===== config.mk =====
export PLATFORM = sky130hd
export DESIGN_NAME = mem_burst_ctrl_flat
export DESIGN_NICKNAME = d
export VERILOG_FILES = /design/src/rtl/mem_burst_ctrl_if.sv /design/src/rtl/mem_burst_ctrl.sv /design/src/flat_wrapper.sv
export SDC_FILE = /design/constraint.sdc
export NUM_CORES = 1
export LEC_CHECK = 0
export BUFFER_PORTS_ARGS = -buffer_cell sky130_fd_sc_hd__buf_2
export CAP_MARGIN = 20
export CELL_PAD_IN_SITES_DETAIL_PLACEMENT = 0
export CELL_PAD_IN_SITES_GLOBAL_PLACEMENT = 2
export CORE_UTILIZATION = 16
export DETAILED_ROUTE_END_ITERATION = 16
export PLACE_DENSITY = 0.82
export SLEW_MARGIN = 40
export SYNTH_ARGS = -nofsm -noshare
export SYNTH_HDL_FRONTEND = slang
export SYNTH_SLANG_ARGS = --single-unit

===== constraint.sdc =====
create_clock -name clk -period 2.05 [get_ports clk]
set_input_delay 0.205 -clock clk [delete_from_list [all_inputs] [get_ports clk]]
set_output_delay 0.205 -clock clk [all_outputs]
set_load 0.01 [all_outputs]

===== src/rtl/mem_burst_ctrl_if.sv =====
// Request, line-buffer and memory-port bundle for mem_burst_ctrl.
// MEM_BURST_WRAP_EN adds req_word for critical-word-first bursts.
interface mem_burst_ctrl_if #(
  parameter int unsigned ADDR_LEN       = 11,
  parameter int unsigned LINE_WORDS_LEN = 3
);
  localparam int unsigned LINE_LEN = ADDR_LEN - LINE_WORDS_LEN;
  localparam int unsigned DATA_W   = 32;

  // requester side
  logic                      req;
  logic                      req_wr;
  logic [LINE_LEN-1:0]       req_line;
`ifdef MEM_BURST_WRAP_EN
  logic [LINE_WORDS_LEN-1:0] req_word;
`endif
  logic                      busy;
  logic                      done;
  logic [LINE_WORDS_LEN-1:0] wbuf_idx;
  logic [DATA_W-1:0]         wbuf_data;
  logic                      rbuf_we;
  logic [LINE_WORDS_LEN-1:0] rbuf_idx;
  logic [DATA_W-1:0]         rbuf_data;

  // memory side
  logic [ADDR_LEN-1:0]       mem_addr;
  logic                      mem_wr_req;
  logic [DATA_W-1:0]         mem_wr_data;
  logic [DATA_W-1:0]         mem_rd_data;

  modport master (
    input  req, req_wr, req_line, wbuf_data, mem_rd_data,
`ifdef MEM_BURST_WRAP_EN
    input  req_word,
`endif
    output busy, done, wbuf_idx, rbuf_we, rbuf_idx, rbuf_data,
    output mem_addr, mem_wr_req, mem_wr_data
  );

  modport slave (
    output req, req_wr, req_line, wbuf_data, mem_rd_data,
`ifdef MEM_BURST_WRAP_EN
    output req_word,
`endif
    input  busy, done, wbuf_idx, rbuf_we, rbuf_idx, rbuf_data,
    input  mem_addr, mem_wr_req, mem_wr_data
  );
endinterface


===== src/rtl/mem_burst_ctrl.sv =====
// Line-burst initiator: one line read/write request becomes 2**LINE_WORDS_LEN word accesses.
// Optional critical-word-first ordering under MEM_BURST_WRAP_EN.
module mem_burst_ctrl #(
  parameter int unsigned ADDR_LEN       = 11,
  parameter int unsigned LINE_WORDS_LEN = 3
) (
  input  logic             clk,
  input  logic             rst_n,
  mem_burst_ctrl_if.master bus
);
  localparam int unsigned LINE_LEN = ADDR_LEN - LINE_WORDS_LEN;
  localparam int unsigned DATA_W   = 32;
  localparam logic [LINE_WORDS_LEN-1:0] LAST_CNT = '1;

  typedef enum logic [2:0] {
    S_IDLE  = 3'd0,
    S_WRITE = 3'd1,
    S_READ  = 3'd2,
    S_DRAIN = 3'd3,
    S_DONE  = 3'd4
  } state_t;

  state_t                    state;
  state_t                    state_nxt;
  logic [LINE_WORDS_LEN-1:0] cnt;
  logic [LINE_LEN-1:0]       line_q;
  logic [LINE_WORDS_LEN-1:0] word_idx;
  logic                      rd_valid_q;
  logic [LINE_WORDS_LEN-1:0] rd_idx_q;
  logic                      accept;

  assign accept = (state == S_IDLE) && bus.req;

`ifdef MEM_BURST_WRAP_EN
  logic [LINE_WORDS_LEN-1:0] word_base;

  // Start word latched with the request; index wraps within the line.
  always_ff @(posedge clk or negedge rst_n) begin
    if (!rst_n) begin
      word_base <= '0;
    end else if (accept) begin
      word_base <= bus.req_word;
    end
  end

  assign word_idx = LINE_WORDS_LEN'(word_base + cnt);
`else
  assign word_idx = cnt;
`endif

  always_ff @(posedge clk or negedge rst_n) begin
    if (!rst_n) begin
      state <= S_IDLE;
    end else begin
      state <= state_nxt;
    end
  end

  // Burst counter, latched line, and the one-cycle-delayed read return tag.
  always_ff @(posedge clk or negedge rst_n) begin
    if (!rst_n) begin
      cnt        <= '0;
      line_q     <= '0;
      rd_valid_q <= 1'b0;
      rd_idx_q   <= '0;
    end else begin
      if (accept) begin
        cnt    <= '0;
        line_q <= bus.req_line;
      end else if ((state == S_WRITE) || (state == S_READ)) begin
        cnt <= LINE_WORDS_LEN'(cnt + LINE_WORDS_LEN'(1));
      end
      rd_valid_q <= (state == S_READ);
      rd_idx_q   <= word_idx;
    end
  end

  // Read data goes straight through; memory already registers it.
  assign bus.rbuf_data = bus.mem_rd_data;

  always_comb begin
    state_nxt       = state;
    bus.busy        = 1'b0;
    bus.done        = 1'b0;
    bus.wbuf_idx    = '0;
    bus.rbuf_we     = 1'b0;
    bus.rbuf_idx    = '0;
    bus.mem_addr    = '0;
    bus.mem_wr_req  = 1'b0;
    bus.mem_wr_data = '0;

    case (state)
      S_IDLE: begin
        if (bus.req) begin
          state_nxt = bus.req_wr ? S_WRITE : S_READ;
        end
      end

      S_WRITE: begin
        bus.busy        = 1'b1;
        bus.mem_addr    = {line_q, word_idx};
        bus.wbuf_idx    = word_idx;
        bus.mem_wr_req  = 1'b1;
        bus.mem_wr_data = DATA_W'(bus.wbuf_data);
        if (cnt == LAST_CNT) begin
          state_nxt = S_DONE;
        end
      end

      S_READ: begin
        bus.busy     = 1'b1;
        bus.mem_addr = {line_q, word_idx};
        bus.rbuf_we  = rd_valid_q;
        bus.rbuf_idx = rd_valid_q ? rd_idx_q : '0;
        if (cnt == LAST_CNT) begin
          state_nxt = S_DRAIN;
        end
      end

      // Last address was issued in READ; its data arrives now.
      S_DRAIN: begin
        bus.busy     = 1'b1;
        bus.rbuf_we  = 1'b1;
        bus.rbuf_idx = rd_idx_q;
        state_nxt    = S_DONE;
      end

      S_DONE: begin
        bus.done  = 1'b1;
        state_nxt = S_IDLE;
      end

      default: begin
        state_nxt = S_IDLE;
      end
    endcase
  end
endmodule

===== src/flat_wrapper.sv =====
// flat-port wrapper written by rule: the top's interface ports become plain ports
module mem_burst_ctrl_flat 
#(
  parameter int unsigned ADDR_LEN       = 11,
  parameter int unsigned LINE_WORDS_LEN = 3
)
  (clk, rst_n, bus_req, bus_req_wr, bus_req_line, bus_wbuf_data, bus_mem_rd_data, bus_busy, bus_done, bus_wbuf_idx, bus_rbuf_we, bus_rbuf_idx, bus_rbuf_data, bus_mem_addr, bus_mem_wr_req, bus_mem_wr_data);
  mem_burst_ctrl_if #(.ADDR_LEN(ADDR_LEN), .LINE_WORDS_LEN(LINE_WORDS_LEN)) bus_i ();
  input  logic clk;
  input  logic rst_n;
  input wire logic [$bits(bus_i.req)-1:0] bus_req;
  input wire logic [$bits(bus_i.req_wr)-1:0] bus_req_wr;
  input wire logic [$bits(bus_i.req_line)-1:0] bus_req_line;
  input wire logic [$bits(bus_i.wbuf_data)-1:0] bus_wbuf_data;
  input wire logic [$bits(bus_i.mem_rd_data)-1:0] bus_mem_rd_data;
  output wire logic [$bits(bus_i.busy)-1:0] bus_busy;
  output wire logic [$bits(bus_i.done)-1:0] bus_done;
  output wire logic [$bits(bus_i.wbuf_idx)-1:0] bus_wbuf_idx;
  output wire logic [$bits(bus_i.rbuf_we)-1:0] bus_rbuf_we;
  output wire logic [$bits(bus_i.rbuf_idx)-1:0] bus_rbuf_idx;
  output wire logic [$bits(bus_i.rbuf_data)-1:0] bus_rbuf_data;
  output wire logic [$bits(bus_i.mem_addr)-1:0] bus_mem_addr;
  output wire logic [$bits(bus_i.mem_wr_req)-1:0] bus_mem_wr_req;
  output wire logic [$bits(bus_i.mem_wr_data)-1:0] bus_mem_wr_data;
  assign bus_i.req = bus_req;
  assign bus_i.req_wr = bus_req_wr;
  assign bus_i.req_line = bus_req_line;
  assign bus_i.wbuf_data = bus_wbuf_data;
  assign bus_i.mem_rd_data = bus_mem_rd_data;
  assign bus_busy = bus_i.busy;
  assign bus_done = bus_i.done;
  assign bus_wbuf_idx = bus_i.wbuf_idx;
  assign bus_rbuf_we = bus_i.rbuf_we;
  assign bus_rbuf_idx = bus_i.rbuf_idx;
  assign bus_rbuf_data = bus_i.rbuf_data;
  assign bus_mem_addr = bus_i.mem_addr;
  assign bus_mem_wr_req = bus_i.mem_wr_req;
  assign bus_mem_wr_data = bus_i.mem_wr_data;
  mem_burst_ctrl #(.ADDR_LEN(ADDR_LEN), .LINE_WORDS_LEN(LINE_WORDS_LEN)) u_core (.clk(clk), .rst_n(rst_n), .bus(bus_i));
endmodule

Word level (Yosys, flattened, before mapping)
Index checks and enable logic that the tools add are counted.
Widths: inputs -> output; s select.
{ "word_totals": {"ff_bits": 18, "latch_bits": 0, "ramBits": 0, "mem_bits_ro": 0, "in_bits": 76, "out_inout_bits": 85, "word_cells": 37, "memories": 0} }
{ "op_classes": {"n_addsub": 1, "multipliers": 0, "div": 0, "n_lt_le_gt_ge": 0, "eq_ne": 8, "shift": 0, "muxes": 16, "n_bitwise": 0, "reduce_logical": 7} }
{ "ops": {"columns": ["op", "count"], "rows": [
  ["$mux 32", 1],
  ["$mux 3", 7],
  ["$pmux 3 s4", 1],
  ["$mux 11", 1],
  ["$eq 3x2->1 const B", 2],
  ["$eq 3x3->1 const B", 2],
  ["$ne 2x2->1 const B", 3],
  ["$pmux 3 s2", 1],
  ["$add 3x1->3 const B", 1],
  ["$eq 3x1->1 const B", 1],
  ["$logic_not 3->1", 1],
  ["$mux 1", 3],
  ["$reduce_and 3->1", 1],
  ["$reduce_or 3->1", 1],
  ["$mux 2", 1],
  ["$pmux 1 s2", 1],
  ["$reduce_bool 2->1", 1],
  ["$reduce_or 2->1", 1],
  ["$logic_and 1x1->1", 1],
  ["$logic_or 1x1->1", 1]
]} }

Longest topological paths before layout
Gate-level depths: netlist (run 1).
{ "depth": {"word_depth": 4, "mapped_depth": 5, "ltp_nobuf": 5} }

Worst setup path before layout (run 1)
OpenSTA, ideal clock, no wires.
{ "synth_timing": {"kind": "flip-flop to flip-flop", "startpoint": "register u_core.cnt[0]", "endpoint": "register u_core.cnt[2]", "setup_ns": 0.136, "arrival_ns": 1.307, "required_ns": 1.914, "slack_ns": 0.607, "path_stages_with_launch": 6, "n_path_buf": 0, "synth_period_minus_slack_ns": 1.443, "path_cell_list": "dfrtp_1 -> ha_1 -> ha_1 -> nor2b_1 -> a221oi_1 -> o21ai_0"} }
{ "synth_between": {"elab_chain_len": 3} }
{ "synth_rtl": {"columns": ["element", "line_no", "text"], "rows": [
  ["start, declared", "mem_burst_ctrl.sv:25", "logic [LINE_WORDS_LEN-1:0] cnt;"],
  ["start signal, assigned", "mem_burst_ctrl.sv:71", "cnt <= LINE_WORDS_LEN'(cnt + LINE_WORDS_LEN'(1));"],
  ["$add 3x1->3", "mem_burst_ctrl.sv:71", null],
  ["$mux 3", "mem_burst_ctrl.sv:70", "end else if ((state == S_WRITE) || (state == S_READ)) begin"],
  ["$mux 3", "mem_burst_ctrl.sv:67", "if (accept) begin"]
]} }
Every way passes these cells. The select of a mux whose other input is x is not followed.
A chain may end at the register's enable or synchronous reset.

Final worst setup path (run 1)
{ "layout_timing": {"startpoint": "register u_core.state[2]", "endpoint": "output bus_mem_wr_data[9]"} }
{ "layout_between": {"elab_chain_len": 2} }
{ "layout_rtl": {"columns": ["element", "line_no", "text"], "rows": [
  ["start, declared", "mem_burst_ctrl.sv:23", "state_t state;"],
  ["start signal, assigned", "mem_burst_ctrl.sv:55", "state <= state_nxt;"],
  ["$eq 3x1->1", "mem_burst_ctrl.sv:92", "case (state)"],
  ["$mux 32", "mem_burst_ctrl.sv:92", null],
  ["end, declared", "flat_wrapper.sv:24", "output wire logic [$bits(bus_i.mem_wr_data)-1:0] bus_mem_wr_data;"]
]} }
Every way passes these cells.

==> results of run 1 <==
[state kept, by name (all words and copies together) (netlist names)]
signal	cells
u_core.line_q	8
u_core.cnt	3
u_core.rd_idx_q	3
u_core.state	3
u_core.rd_valid_q	1
[Yosys cell counts]
| cell type | number | area [sq um] |
|---|---|---|
| a21oi_1 | 5 | 25.02 |
| a221oi_1 | 2 | 17.52 |
| and2_1 | 45 | 281.5 |
| and3_1 | 2 | 12.51 |
| and3_4 | 1 | 11.26 |
| buf_2 | 2 | 10.01 |
| buf_4 | 35 | 262.8 |
| buf_6 | 3 | 33.78 |
| clkbuf_2 | 2 | 10.01 |
| dfrtp_1 | 18 | 450.4 |
| ha_1 | 2 | 25.02 |
| inv_1 | 5 | 18.77 |
| inv_2 | 1 | 3.750 |
| mux2_4 | 8 | 120.1 |
| nand2_1 | 1 | 3.750 |
| nor2_1 | 6 | 22.52 |
| nor2_4 | 1 | 11.26 |
| nor2b_1 | 4 | 25.02 |
| nor3_1 | 2 | 10.01 |
| nor3b_1 | 4 | 30.03 |
| nor3b_4 | 1 | 18.77 |
| nor4bb_1 | 1 | 10.01 |
| o211ai_1 | 1 | 7.510 |
| o21a_1 | 1 | 7.510 |
| o21ai_0 | 3 | 15.01 |
| o311ai_0 | 1 | 8.760 |
| xnor2_1 | 1 | 8.760 |
[cell type report]
| class | instances | area, sq um | share of cell area (%) |
|---|---|---|---|
| inverter | 6 | 22.52 | 1.222 |
| tap | 108 | 135.1 | 7.332 |
| multi-input combinational | 92 | 671.9 | 36.46 |
| sequential | 18 | 451.7 | 24.51 |
| clock buffer | 3 | 41.29 | 2.240 |
| timing repair buffer | 101 | 520.5 | 28.24 |
[stage by stage]
| step | area (sq um) | std cells | setup slack (ps) | hold WS (ps) |
|---|---|---|---|---|
| final | 1843 | 328 | 205.7 | 181.0 |
| after detailed placement | 1790 | 324 | 337.9 | 162.4 |
| after global placement | 1790 | 324 | 359.8 | 159.6 |
| after floorplan | 1461 | 158 | 607.4 | -90.59 |
| after global routing | 1843 | 328 | 84.63 | 175.6 |
| after CTS | 1842 | 328 | 58.07 | 175.5 |
[worst register-to-register path, stage by stage (launching register included)]
cell	delay (ps)
dfrtp_1	450
ha_1	210
ha_1	260
nor2b_1	140
a221oi_1	270
o21ai_0	130
[report_power, final]
part / total (W) / internal (W) / switching, W
registers: 0.000697 / 0.000521 / 0.000176
clock network: 0.000242 / 0.000130 / 0.000112
logic: 0.00178 / 0.000898 / 0.000881
[how the worst max path moves through the flow]
stage,from,endpoint,cells after the start
6_report,u_core.state[2],bus_mem_wr_data[9],4
3_5_place_dp,u_core.state[1],bus_mem_addr[0],5
2_1_floorplan,u_core.cnt[0],u_core.cnt[2],5
4_1_cts,u_core.state[1],bus_mem_addr[0],5
3_3_place_gp,u_core.state[1],bus_mem_addr[0],5
5_1_grt,u_core.state[2],bus_mem_wr_data[28],4
[kinds of logic after synthesis]
group	after synthesis	share of synthesized area, %
AOI/OAI and AO/OA	13	5.565
muxes	8	8.220
buffers and inverters	48	23.20
DFF	18	30.82
adders and majority gates	2	1.712
xor gates and xnor gates	1	0.5994
and+or+nand+nor	68	29.88
[layer usage]
metal	GRT usage (%)	vias up	wire, um
li1	-	592	-
met1	9.912	536	1764
met2	11.24	31	1795
met3	2.518	6	250
met4	2.262	0	26
met5	0	-	0
[what timing repair did]
| action | CTS | global route |
|---|---|---|
| hold endpoints to repair | 18 | 0 |
| hold buffers | 1 | 0 |
| setup buffers | 0 | 0 |
| setup endpoints to repair | 0 | 9 |
| gates resized for setup | 0 | 1 |
==> summary.md, run 1 <==
| Metric | Value |
|---|---|
| Layout Skew | `4.932 ps` |
| Diodes inserted | `0` |
| Vias in the first global route | `1072` |
| Largest stage delay on the critical path | `550 ps` |
| Number of iterations in the first detailed-routing pass | `4` |
| Total leakage power | `1.004 nW` |
| DRC Markers | `0` |
| Layout-stage area growth over the synthesis result | `26.11%` |
| Syn Nets | `236` |
| Clock root buffer | `clkbuf_8` |
| Startpoint of the lowest-slack register-to-register path | `u_core.cnt[1]` |
| Largest net degree at the start of global routing | `36` |
| Setup repair after global routing missed its margin | `false` |
| Data arrival time at the worst-slack endpoint | `1640 ps` |
| Clock edge transition at the registers on the reported setup and hold paths | `70 ps` |
| Proportion of synthesized chip area in sequential cells | `30.82%` |
| Gpl congestion | `0.7093` |
| DR WL/cell | `11.70 um` |
| Slew at the pin closest to its max-slew limit | `486.7 ps` |
| Register-to-register setup slack | `460 ps` |
| Post-synthesis register bit count | `18` |
| Core area | `8763 sq um` |
| Clock latency on the worst-skew pair | `250 ps` |
| Synth unique cells | `27` |
| Timing-limited maximum frequency | `542.2 MHz` |
| Worst-case vdd ir drop | `0.0002788 V` |
| Clock buffers created by TritonCTS | `3` |
| Final sum of negative setup slack | `0 ps` |
| Worst min path class | `input pin to register` |
| Power density over the cells | `1475 nW/um^2` |
| End point of the most critical hold path | `u_core.line_q[2]` |
| Final critical-path share of the clock period | `89.96%` |
| Buffers added on ports | `96` |
| Final min period | `1844 ps` |
| Worst path buffer plus inverter count | `2` |
| CP endpoint kind | `primary output` |
| Number of DRC markers in iteration 0 | `40` |
| Die boundary width | `97.57 um` |
| Worst Hold Path Cells | `2` |
| Overall power | `0.002718 W` |
| Post-synthesis area per instance | `9.249 sq um` |
| Maximum capacitance violations | `0` |
| Area of the die | `9520 sq um` |
| Total gr overflow | `0` |
| CP Cell Sequence | `nor3b_4, buf_4, and2_1, buf_2` |
| Post-detailed-route count of antenna-violating nets | `0` |
| Final net count | `300` |
| Placed wire-length estimate | `3035 um` |
| Boundary pin count | `161` |
| Core Rows | `34` |
| Initial Utilization | `16.68%` |
| Result of the run | `complete, no violations` |
| Slew Limit Headroom | `67.55%` |
| Hold Crit Start | `bus_req_line[2]` |
| Warnings, synthesis | `0` |
| Final Hold Violating Endpoints | `0` |
| Most frequent cells in the layout | `buf_2 (96), and2_1 (45), dfrtp_1 (17), mux2_4 (8), nor2_1 (6)` |
| Number of cells on the worst reg-to-reg path | `5` |
| Critical path's slowest cell | `dfrtp_1` |
| Total via count in the routed design | `1165` |
| Final count of negative-setup-slack endpoints | `0` |
| Filler instances | `1002` |
| Worst Setup Start Kind | `register` |
| Layout cells sized above 1 | `52.73%` |
| CTS H-Tree Depth | `1` |
| Final standard cell utilization of the core | `21.03%` |
| CTS sink cnt | `18` |
| Final-report max-slew violation count | `0` |
| Vias per inst | `3.552` |
| Largest delay contributor family on the critical path | `flip-flops` |
| Worst-case clock buffer depth | `2` |
| Die Y | `97.57 um` |
| Netlist area before placement | `1461 sq um` |
| Worst Path Max Fanout | `35` |
| First-pass GRT wire length | `5720 um` |
| Cells after synthesis | `158` |
| Most common cell after layout, fill and taps aside | `buf_2` |
| Kind of critical path | `register to primary output` |
| RR Endpoint | `u_core.cnt[2]` |
| Wirelength, routed | `3836 um` |
| Global Route Usage Sum | `7.426%` |
| TritonCTS clock tree | `done` |
| Worst Path Required | `1850 ps` |
| Antenna violations before repair | `0` |
Note: power is estimated with default switching activity, not from simulation.
==> inputs of run 2 (changes only) <==
--- a/config.mk
+++ b/config.mk
@@ -5,10 +5,11 @@
 export SDC_FILE = /design/constraint.sdc
 export NUM_CORES = 1
 export LEC_CHECK = 0
-export BUFFER_PORTS_ARGS = -buffer_cell sky130_fd_sc_hd__buf_2
+export BUFFER_PORTS_ARGS = -buffer_cell sky130_fd_sc_hd__buf_4
 export CAP_MARGIN = 20
 export CELL_PAD_IN_SITES_DETAIL_PLACEMENT = 0
 export CELL_PAD_IN_SITES_GLOBAL_PLACEMENT = 2
+export CORE_MARGIN = 2
 export CORE_UTILIZATION = 16
 export DETAILED_ROUTE_END_ITERATION = 16
 export PLACE_DENSITY = 0.82
==> run 2 against run 1 <==
Register-to-register slack got worse by 20 ps. Count of clock-buffer cells in the layout is 1 higher. Sequential cell count is the same. Critical path type unchanged.
==> summary.md, run 2 (synthesis results as in run 1) <==
| Metric | Value |
|---|---|
| Dpl cell area | `2023 sq um` |
| Die boundary width | `99.57 um` |
| Register-to-register setup slack | `440 ps` |
| Number of flip-flops in the largest register | `8` |
| Final count of negative-setup-slack endpoints | `0` |
| Final Hold Violating Endpoints | `0` |
| Final min period | `1903 ps` |
| Post-detailed-route count of antenna-violating nets | `0` |
| Storage cell area | `450.4 sq um` |
| Worst-case vdd ir drop | `0.0002494 V` |
| Worst slack at placement | `273.5 ps` |
| Buffers added on ports | `96` |
| Diodes inserted | `0` |
| Number of DRC markers in iteration 0 | `42` |
| Timing-limited maximum frequency | `525.4 MHz` |
| Placed wire-length estimate | `2975 um` |
| CTS H-Tree Depth | `1` |
| Result of the run | `complete, no violations` |
| Core area | `8806 sq um` |
| Worst Hold Path Cells | `2` |
| Die Y | `99.57 um` |
| Clock edge transition at the registers on the reported setup and hold paths | `70 ps` |
| Clock root buffer | `clkbuf_8` |
| DRC Markers | `0` |
| Most common cell after layout, fill and taps aside | `buf_4` |
| Worst Path Max Fanout | `35` |
| Layout cells sized above 1 | `52.73%` |
| Vias in the first global route | `1129` |
| Most used cell, CP | `buf_4` |
| TritonCTS clock tree | `done` |
| Worst min path class | `input pin to register` |
| Register containing the most flip-flops in the final layout | `u_core.line_q` |
| Slew Limit Headroom | `67.30%` |
| Number of iterations in the first detailed-routing pass | `3` |
| Global Route Usage Sum | `6.892%` |
| Antenna violations before repair | `0` |
| DR WL/cell | `11.27 um` |
| Gpl congestion | `0.6716` |
| CP endpoint kind | `primary output` |
| Final sum of negative setup slack | `0 ps` |
| Vias per inst | `3.680` |
| Clock buffers created by TritonCTS | `3` |
| CTS sink cnt | `18` |
| Non-filler instance count after layout | `328` |
| Filler instances | `969` |
| Worst Setup Slack, final | `146.7 ps` |
| Total leakage power | `1.059 nW` |
| Slew at the pin closest to its max-slew limit | `490.5 ps` |
| Worst Path Required | `1850 ps` |
| Area of the die | `9914 sq um` |
| Layout-stage area growth over the synthesis result | `43.32%` |
| Worst-case clock buffer depth | `2` |
| Largest stage delay on the critical path | `520 ps` |
| Initial Utilization | `16.60%` |
| Clock latency on the worst-skew pair | `250 ps` |
| First-pass GRT wire length | `5637 um` |
| Boundary pin count | `161` |
| Final standard cell utilization of the core | `23.79%` |
| Layout Skew | `3.422 ps` |
| Final-report max-slew violation count | `0` |
| Power density over the cells | `1435 nW/um^2` |
| Largest net degree at the start of global routing | `36` |
| Wirelength, routed | `3696 um` |
| Maximum capacitance violations | `0` |
| CP Cell Sequence | `buf_4, nor3b_4, buf_6, and2_1, buf_4` |
| Post-Place Cells | `323` |
| Final net count | `299` |
| Total via count in the routed design | `1207` |
| Final critical-path share of the clock period | `92.84%` |
| Multi-input gate area | `674.4 sq um` |
| Data arrival time at the worst-slack endpoint | `1700 ps` |
| Number of cells on the worst reg-to-reg path | `5` |
| Setup repair after global routing missed its margin | `false` |
| Kind of critical path | `register to primary output` |
| Critical path's slowest cell | `dfrtp_1` |
| Total gr overflow | `0` |
| Most frequent cells in the layout | `buf_4 (98), and2_1 (45), dfrtp_1 (18), mux2_4 (8)` |
| Core Rows | `34` |
| Layout Cell Area excl Fill | `2095 sq um` |
| Worst Setup Start Kind | `register` |
[run 2: final cells by class]
class,instances,share of cell area [%]
clock buffer,4,2.628
timing repair buffer,100,36.14
tap,108,6.452
sequential,18,21.51
inverter,6,1.075
multi-input combinational,92,32.20
[run 2: critical path, delay by kind of cell (launching register included)]
| kind | cells | cell delay [ps] |
|---|---|---|
| buf+inv | 3 | 580 |
| flops | 1 | 520 |
| simple gates | 2 | 350 |
[run 2: final timing paths]
kind / start / endpoint
setup reg to reg: u_core.cnt[0] / u_core.cnt[2]
hold / removal: bus_req_line[3] / u_core.line_q[3]
min in group asynchronous: rst_n / u_core.line_q[0]
setup / recovery: u_core.state[1] / bus_mem_wr_data[26]
hold reg to reg: u_core.cnt[0] / u_core.rd_idx_q[0]
max in group asynchronous: rst_n / u_core.rd_idx_q[1]
[run 2: stage by stage]
step                      power [W]  hold slack [ps]
after floorplan            0.001950           -90.59
after CTS                  0.003056            176.1
final                      0.003006            180.0
after global routing       0.003278            172.7
after detailed placement   0.002752            92.77
after global placement     0.002738            91.47
[run 2: metal layers]
| layer | vias up | global-route usage (%) | wire length, um |
|---|---|---|---|
| met5 | - | 0 | 0 |
| met1 | 566 | 9.176 | 1618 |
| met3 | 8 | 1.265 | 181 |
| met4 | 0 | 2.529 | 31 |
| met2 | 34 | 11.12 | 1865 |
| li1 | 599 | - | - |
[run 2: power by group]
part           total, W  switching (W)  internal, W
Clock          0.000287       0.000116     0.000170
Combinational   0.00202       0.000884      0.00114
Sequential     0.000696       0.000176     0.000520
Total           0.00301        0.00118      0.00183
[run 2: what timing repair did]
action	in CTS	in global routing
hold endpoints to repair	18	0
gates resized for setup	1	1
pin swaps	0	0
hold buffers	1	0
setup endpoints to repair	1	34
setup buffers	0	0
